`config.mk`:
```
export PLATFORM = sky130hd
export DESIGN_NAME = mem_bus_responder
export DESIGN_NICKNAME = d
export VERILOG_FILES = /design/src/rtl/mem_bus_responder.sv
export SDC_FILE = /design/constraint.sdc
export NUM_CORES = 2
export LEC_CHECK = 0
export CELL_PAD_IN_SITES_DETAIL_PLACEMENT = 1
export CELL_PAD_IN_SITES_GLOBAL_PLACEMENT = 1
export CORE_UTILIZATION = 47
export CTS_CLUSTER_DIAMETER = 50
export CTS_CLUSTER_SIZE = 16
export DETAILED_ROUTE_END_ITERATION = 10
export PLACE_DENSITY = 0.72
export SYNTH_ARGS = -nofsm -noshare
export SYNTH_HDL_FRONTEND = slang
export SYNTH_SLANG_ARGS = --single-unit
```
`constraint.sdc`:
```
create_clock -name MEM_BUS_RESPONDER_CLOCK_50 -period 11.92 [get_ports MEM_BUS_RESPONDER_CLOCK_50]
set_clock_uncertainty 0.15 [all_clocks]
set_input_delay 2.384 -clock MEM_BUS_RESPONDER_CLOCK_50 [delete_from_list [all_inputs] [get_ports MEM_BUS_RESPONDER_CLOCK_50]]
set_output_delay 2.384 -clock MEM_BUS_RESPONDER_CLOCK_50 [all_outputs]
set_load 0.02 [all_outputs]
```
`src/rtl/mem_bus_responder.sv`:
```
// Word-addressed RAM responder for the RD/WR/ACK four-phase bus with programmable wait states
// and an ERROR flag that qualifies ACK for out-of-range or conflicting requests.
module mem_bus_responder #(
    parameter int DATAWIDTH_BUS = 32,
    parameter int ADDRWIDTH     = 6,
    parameter int WAIT_CYCLES   = 2
) (
    input  logic                     MEM_BUS_RESPONDER_CLOCK_50,
    input  logic                     MEM_BUS_RESPONDER_RESET_InLow,
    input  logic                     MEM_BUS_RESPONDER_RD_In,
    input  logic                     MEM_BUS_RESPONDER_WR_In,
    input  logic [DATAWIDTH_BUS-1:0] MEM_BUS_RESPONDER_ADDRESS_InBUS,
    input  logic [DATAWIDTH_BUS-1:0] MEM_BUS_RESPONDER_data_InBUS,
    output logic [DATAWIDTH_BUS-1:0] MEM_BUS_RESPONDER_data_OutBUS,
    output logic                     MEM_BUS_RESPONDER_ACK_Out,
    output logic                     MEM_BUS_RESPONDER_ERROR_Out,
    output logic                     MEM_BUS_RESPONDER_BUSY_Out
);

    localparam int         DEPTH     = 2 ** ADDRWIDTH;
    localparam logic [3:0] WAIT_LOAD = 4'(WAIT_CYCLES);

    typedef enum logic [1:0] {
        S_IDLE = 2'd0,
        S_WAIT = 2'd1,
        S_ACK  = 2'd2
    } state_t;

    state_t                   state_q, state_d;
    logic [3:0]               cnt_q, cnt_d;
    logic                     rd_q, rd_d;
    logic                     wr_q, wr_d;
    logic [DATAWIDTH_BUS-1:0] addr_q, addr_d;
    logic [DATAWIDTH_BUS-1:0] wdata_q, wdata_d;
    logic [DATAWIDTH_BUS-1:0] rdata_q, rdata_d;
    logic                     ack_q, ack_d;
    logic                     err_q, err_d;
    logic                     busy_q, busy_d;

    logic [DATAWIDTH_BUS-1:0] mem [0:DEPTH-1];

    logic                     req_s;
    logic                     bad_s;
    logic                     mem_we_s;
    logic [ADDRWIDTH-1:0]     idx_s;

    // Next-state, latch and commit logic; errors are judged on the latched request only
    always_comb begin
        state_d  = state_q;
        cnt_d    = cnt_q;
        rd_d     = rd_q;
        wr_d     = wr_q;
        addr_d   = addr_q;
        wdata_d  = wdata_q;
        rdata_d  = rdata_q;
        ack_d    = ack_q;
        err_d    = err_q;
        mem_we_s = 1'b0;
        req_s    = MEM_BUS_RESPONDER_RD_In | MEM_BUS_RESPONDER_WR_In;
        idx_s    = addr_q[ADDRWIDTH-1:0];
        bad_s    = ((addr_q >> ADDRWIDTH) != '0) || (rd_q && wr_q);
        case (state_q)
            S_IDLE: begin
                if (req_s) begin
                    rd_d    = MEM_BUS_RESPONDER_RD_In;
                    wr_d    = MEM_BUS_RESPONDER_WR_In;
                    addr_d  = MEM_BUS_RESPONDER_ADDRESS_InBUS;
                    wdata_d = MEM_BUS_RESPONDER_data_InBUS;
                    cnt_d   = WAIT_LOAD;
                    state_d = S_WAIT;
                end else begin
                    state_d = S_IDLE;
                end
            end
            S_WAIT: begin
                // A dropped request wins over a commit due on the same edge
                if (!req_s) begin
                    state_d = S_IDLE;
                end else if (cnt_q == 4'd0) begin
                    state_d = S_ACK;
                    ack_d   = 1'b1;
                    err_d   = bad_s;
                    if (bad_s) begin
                        rdata_d = '0;
                    end else if (wr_q) begin
                        mem_we_s = 1'b1;
                    end else begin
                        rdata_d = mem[idx_s];
                    end
                end else begin
                    cnt_d = cnt_q - 4'd1;
                end
            end
            S_ACK: begin
                if (!req_s) begin
                    ack_d   = 1'b0;
                    err_d   = 1'b0;
                    state_d = S_IDLE;
                end else begin
                    state_d = S_ACK;
                end
            end
            default: begin
                state_d = S_IDLE;
                ack_d   = 1'b0;
                err_d   = 1'b0;
            end
        endcase
        busy_d = (state_d != S_IDLE);
    end

    // Control and output registers with synchronous active-low reset
    always_ff @(posedge MEM_BUS_RESPONDER_CLOCK_50) begin
        if (!MEM_BUS_RESPONDER_RESET_InLow) begin
            state_q <= S_IDLE;
            cnt_q   <= 4'd0;
            rd_q    <= 1'b0;
            wr_q    <= 1'b0;
            addr_q  <= '0;
            wdata_q <= '0;
            rdata_q <= '0;
            ack_q   <= 1'b0;
            err_q   <= 1'b0;
            busy_q  <= 1'b0;
        end else begin
            state_q <= state_d;
            cnt_q   <= cnt_d;
            rd_q    <= rd_d;
            wr_q    <= wr_d;
            addr_q  <= addr_d;
            wdata_q <= wdata_d;
            rdata_q <= rdata_d;
            ack_q   <= ack_d;
            err_q   <= err_d;
            busy_q  <= busy_d;
        end
    end

    // RAM array is never cleared; a reset edge suppresses a commit due on that edge
    always_ff @(posedge MEM_BUS_RESPONDER_CLOCK_50) begin
        if (MEM_BUS_RESPONDER_RESET_InLow && mem_we_s) begin
            mem[idx_s] <= wdata_q;
        end
    end

    assign MEM_BUS_RESPONDER_data_OutBUS = rdata_q;
    assign MEM_BUS_RESPONDER_ACK_Out     = ack_q;
    assign MEM_BUS_RESPONDER_ERROR_Out   = err_q;
    assign MEM_BUS_RESPONDER_BUSY_Out    = busy_q;

endmodule

```
==> Word-level counts from Yosys, hierarchy flattened <==
Memories as Yosys holds them, arrays and structs flattened. A register that Yosys moved wholly into a read port is not among the register bits.
Cells that the tools add are included.
{ "totals": {"word_cells": 61, "input_bits": 68, "mem_bits_rw": 2048, "out_inout_bits": 35, "n_memories": 1, "regBits": 107} }
{ "memory_table": {"columns": ["name", "depth", "width", "read_ports", "rd_clocked_by_memory_dff", "write_ports", "line", "source"], "rows": [
  ["mem", 64, 32, 1, 1, 1, "40", "logic [DATAWIDTH_BUS-1:0] mem [0:DEPTH-1];"]
]} }
{ "op_classes": {"eq_ne": 8, "bitwise_logic": 2, "n_reduce_logical": 12, "mux": 27, "n_addsub": 1} }
{ "op_table": {"columns": ["operator", "n"], "rows": [
  ["$mux 32", 2],
  ["$reduce_bool 32->1", 1],
  ["$mux 1", 13],
  ["$mux 4", 3],
  ["$mux 6", 2],
  ["$reduce_and 4->1", 3],
  ["$ne 2x2->1 const B", 5],
  ["$pmux 4 s2", 1],
  ["$mux 2", 3],
  ["$pmux 1 s3", 2],
  ["$pmux 2 s3", 1],
  ["$logic_not 4->1", 1],
  ["$reduce_bool 2->1", 2],
  ["$sub 4x1->4 const B", 1],
  ["$eq 2x1->1 const B", 1],
  ["$eq 2x2->1 const B", 1],
  ["$logic_and 1x1->1", 2],
  ["$logic_not 2->1", 1],
  ["$ne 2x1->1 const B", 1],
  ["$reduce_and 2->1", 1],
  ["$logic_or 1x1->1", 1],
  ["$not 1->1", 1],
  ["$or 1x1->1", 1]
]} }

==> Logic depth before layout (Yosys ltp) <==
{ "logic_depth": {"depth_word": 9, "depth_mapped": 11, "depth_no_buf": 8} }

==> Worst setup path before layout <==
OpenSTA, ideal clock, no wires.
{ "synth_path": {"path_type": "input port to flip-flop", "startpoint": "input MEM_BUS_RESPONDER_WR_In", "endpoint": "memory mem[25][0], enable pin", "path_slack_ps": 6414, "path_buffers": 2, "t_arrival_ps": 4935, "setup_time_ps": 421, "cell_stages": 8, "required_time_ps": 11349, "path_cell_list": "nor2_1 > nor3_2 > nand2_1 > nor3_2 > or3b_1 > buf_2 > buf_6 > nor2_1"} }
{ "synth_between": {"elab_chain_cells": 6} }
{ "synth_rtl": {"columns": ["element", "line", "source"], "rows": [
  ["start: declaration", "11", "input logic MEM_BUS_RESPONDER_WR_In,"],
  ["$or 1x1->1", "59", "req_s = MEM_BUS_RESPONDER_RD_In | MEM_BUS_RESPONDER_WR_In;"],
  ["$mux 1", "77", "if (!req_s) begin"],
  ["$mux 1", "62", "case (state_q)"],
  ["$logic_and 1x1->1", "141", "if (MEM_BUS_RESPONDER_RESET_InLow && mem_we_s) begin"],
  ["$mux 1", "141", null],
  ["$mux 1 (implied by the code)", "142", "mem[idx_s] <= wdata_q;"],
  ["end: declaration", "40", null]
]} }
Every way passes these cells.

==> Final worst setup path <==
{ "layout_path": {"startpoint": "input MEM_BUS_RESPONDER_WR_In", "endpoint": "memory mem[48][13], enable pin"} }
Same word-level chain as after synthesis.

==> results.txt <==
----------------------------------------------------
[Critical path]
  Critical Path, Cell by Cell ... clkdlybuf4s50_1, nor2_1, nor3_2, nand2_1, nor3_2, or3b_2, buf_4, nor2_4
  Data arrival, critical path ... 5.82 ns
  CP most frequent cell ... nor3_2
  Critical Path RT ... 12.19 ns
  Cell type of the slowest stage on the worst timing path ... nor2_4
  Category of the critical setup timing path ... in2reg
  Kind of start point of the critical path ... primary input
  Kind of cell adding the most delay to the critical path ... simple AND/OR/NAND/NOR gates
  Largest driver fanout on the critical path ... 32
  Crit end category ... flip-flop
  Worst path max stage delay ... 0.96 ns
  CP bufs+invs ... 2

[Pwr]
  Max VDD drop ... 145 µV
  Switching power ... 3880 µW
  Share of power burned in combinational logic ... 0.084
  LEAKAGE ... 0.0285 µW
  Clock share of power ... 0.384
  Pwr dens ... 174 nW/µm²
  Total power of the final layout ... 16200 µW
  Internal power summed over all cells ... 12300 µW
  Sw Ratio ... 0.240
  Sequential cell fraction of total power ... 0.532

[Placement]
  Final weighted congestion in routability-driven placement ... 0.876
  HPWL Detailed ... 136000 µm
  Number of port buffers ... 102

[Logic synthesis]
  Cell count after synthesis ... 4232
  Dominant synthesized flop cell ... edfxtp_1
  Cell type with the largest total area after synthesis ... edfxtp_1
  Summed instance area of the synthesized netlist ... 82700 µm²
  Number of nets produced by synthesis ... 4302
  Fraction of synthesized cell area taken by the top area cell type ... 0.744
  FF+latch count, synth ... 2161
  Most instantiated library cell after synthesis ... edfxtp_1
  Post-synth cell types ... 57
  Fraction of registers with async set/reset ... 0
  Ys Warns ... 0
  Number of synthesized flops with an enable pin ... 2048
  Average cell area after synthesis ... 19.5 µm²
  Leading cell types by total area after synthesis ... edfxtp_1 74%, mux4_2 9.6%, mux2i_1 3.2%, dfxtp_1 2.7%, mux2_2 1.6%
  Share of synthesized area occupied by flip-flops and latches ... 0.771
  Most frequent cells after synthesis ... 2048 x edfxtp_1, 353 x mux4_2, 306 x nand2_1

[Layout]
  Ratio of cells with drive above 1 in the final layout ... 0.217
  Filler cell count in the final layout ... 15400
  Area occupied by registers ... 63800 µm²
  Nets@finish ... 4424
  Area Growth Syn to Fin ... 12.4%
  Multi-input gate area in the final layout ... 18300 µm²

[GRT]
  Wire length of the first global-routing pass ... 324000 µm
  Overflow left after global routing ... 0
  Antenna violations before repair ... 21
  Number of global-route vias before repair ... 42800
  Largest net degree at the start of global routing ... 120
  Global-route total usage across every layer ... 0.258

[Timing]
  Final number of setup-violating endpoints ... 0
  Number of pins exceeding their max-slew limit in the final report ... 0
  Sum of negative setup slack ... 0 ns
  RSZ-0062 raised after global routing ... false
  Number of endpoints with negative hold slack in the final report ... 0
  Highest achievable clock rate ... 0.180 GHz
  Tightest Pin Transition ... 1.24 ns
  Final critical delay including setup and external delays ... 5.55 ns
  Final critical-path share of the clock period ... 0.466
  Relative max-transition margin ... 0.174

[Clock tree]
  Clock latency on the worst-skew pair ... 0.84 ns
  Hold buffers post-CTS ... 0
  Clock buffers created by TritonCTS ... 182
  Deepest clock path buffer count ... 3
  Number of H-tree levels ... 4
  Post-CTS Resized ... 0
  Root buffer selected by CTS ... clkbuf_16
  Post-CTS Setup Inserts ... 0
  Clock edge transition at the registers on the reported setup and hold paths ... 0.07 ns
  CTS sink cnt ... 2161
  Clock tree from TritonCTS ... built

[Drt]
  Antenna viol nets, final ... 0
  Routed vias ... 42500
  Total wirelength of the detailed-routed design ... 230000 µm
  Remaining DRCs ... 0
  Routed length per placed instance ... 33.7 µm
  Iteration count of the initial detailed-routing pass ... 5
  Count of routing violations after the opening detailed-route iteration ... 5853
  Ratio of routed vias to standard cells ... 6.21

[Die]
  Floorplan die area ... 178000 µm²
  Core box area ... 174000 µm²
  Initial core utilization ... 0.474
  Chip width ... 421 µm
  Row count ... 153
  Number of ports placed on the die boundary ... 103
  Die Ht ... 421 µm

[Min path]
  Min-Delay Path Class ... reg2reg

[Run status]
  Status ... completed

[Flow run]
  Max Cap Viol ... 0

----------------------------------------------------
## worst paths after layout
| check | startpoint | endpoint | slack [ns] | cells past startpoint |
|---|---|---|---|---|
| setup / recovery | MEM_BUS_RESPONDER_WR_In | mem[48][13] | 6.37 | 8 |
| hold / removal | wdata_q[8] | wdata_q[8] | 0.30 | 2 |
| setup reg to reg | flip-flop | MEM_BUS_RESPONDER_data_OutBUS[15] | 7.13 | 9 |
| hold reg to reg | wdata_q[8] | wdata_q[8] | 0.30 | 2 |
## routing by layer
layer	part of all wire	track usage	vias to the layer above
li1	-	-	17400
met1	0.41	0.375	22700
met2	0.46	0.393	2065
met3	0.091	0.0468	304
met4	0.037	0.0892	10
met5	0.00045	0	-
## stage by stage
step / setup slack [ns] / hold WS [ns] / cell area (µm²) / utilization / instances
final: 6.37 / 0.300 / 92900 / 0.533 / 6833
after global routing: 6.25 / 0.318 / 92900 / 0.533 / 6828
after CTS: 6.44 / 0.305 / 92900 / 0.533 / 6828
after detailed placement: 5.58 / 0.295 / 86700 / 0.498 / 6495
after global placement: 5.66 / 0.289 / 86700 / 0.498 / 6495
after floorplan: 6.41 / 0.286 / 82700 / - / 4232
## power by group through the flow
stage / Clock (µW) / Combinational (µW) / Sequential, µW
floorplan: 0 / 755 / 8720
global placement: 0 / 1310 / 8760
global route: 6510 / 1400 / 8610
finish: 6210 / 1350 / 8610
CTS: 6280 / 1340 / 8610
detailed placement: 0 / 1340 / 8780
## registers in the layout, summed over array words and instances (netlist names), named ones only
signal / count
cnt_q: 4
MEM_BUS_RESPONDER_BUSY_Out: 1
wr_q: 1
addr_q: 32
state_q: 2
wdata_q: 32
MEM_BUS_RESPONDER_ACK_Out: 1
mem: 2048
MEM_BUS_RESPONDER_data_OutBUS: 32
MEM_BUS_RESPONDER_ERROR_Out: 1
rd_q: 1
## worst min-delay path: cells and delay by family (launching register included)
| kind | cells | cell delay (ns) |
|---|---|---|
| DFF | 1 | 0.32 |
| and+or+nand+nor | 1 | 0.05 |
| AOI/OAI and AO/OA | 1 | 0.05 |
## layout make-up
type | instances | area share
flip-flops and latches | 2161 | 0.687
diodes | 5 | 0.000135
multi-input cells | 1824 | 0.197
well taps | 2325 | 0.0313
clock inverters | 103 | 0.0132
inverters | 8 | 0.000323
repair buffers | 177 | 0.0176
clock buffers | 230 | 0.0530
## cell families after synthesis
kind of cell | share of synthesized area
fa+ha+maj | 0.000303
compound gates | 0.0358
xor+xnor | 0.000212
simple gates | 0.0340
mux | 0.144
buf+inv | 0.0141
flops | 0.771
## cells in the final DEF (no fill, tap or decap), types with 28 or more instances in the layout
cell             count
o22ai_1             92
a21oi_1            127
edfxtp_1          2048
or2_2               31
nor2_4              67
clkbuf_16          187
mux2i_1            261
buf_4               71
mux4_2             353
nand2_1            305
a311oi_1            57
nand3_1             78
clkbuf_1            35
dfxtp_1             77
mux2_2             120
nor2_1             107
o31ai_1             28
clkdlybuf4s50_1    102
Note: power is estimated with default switching activity, not from simulation.
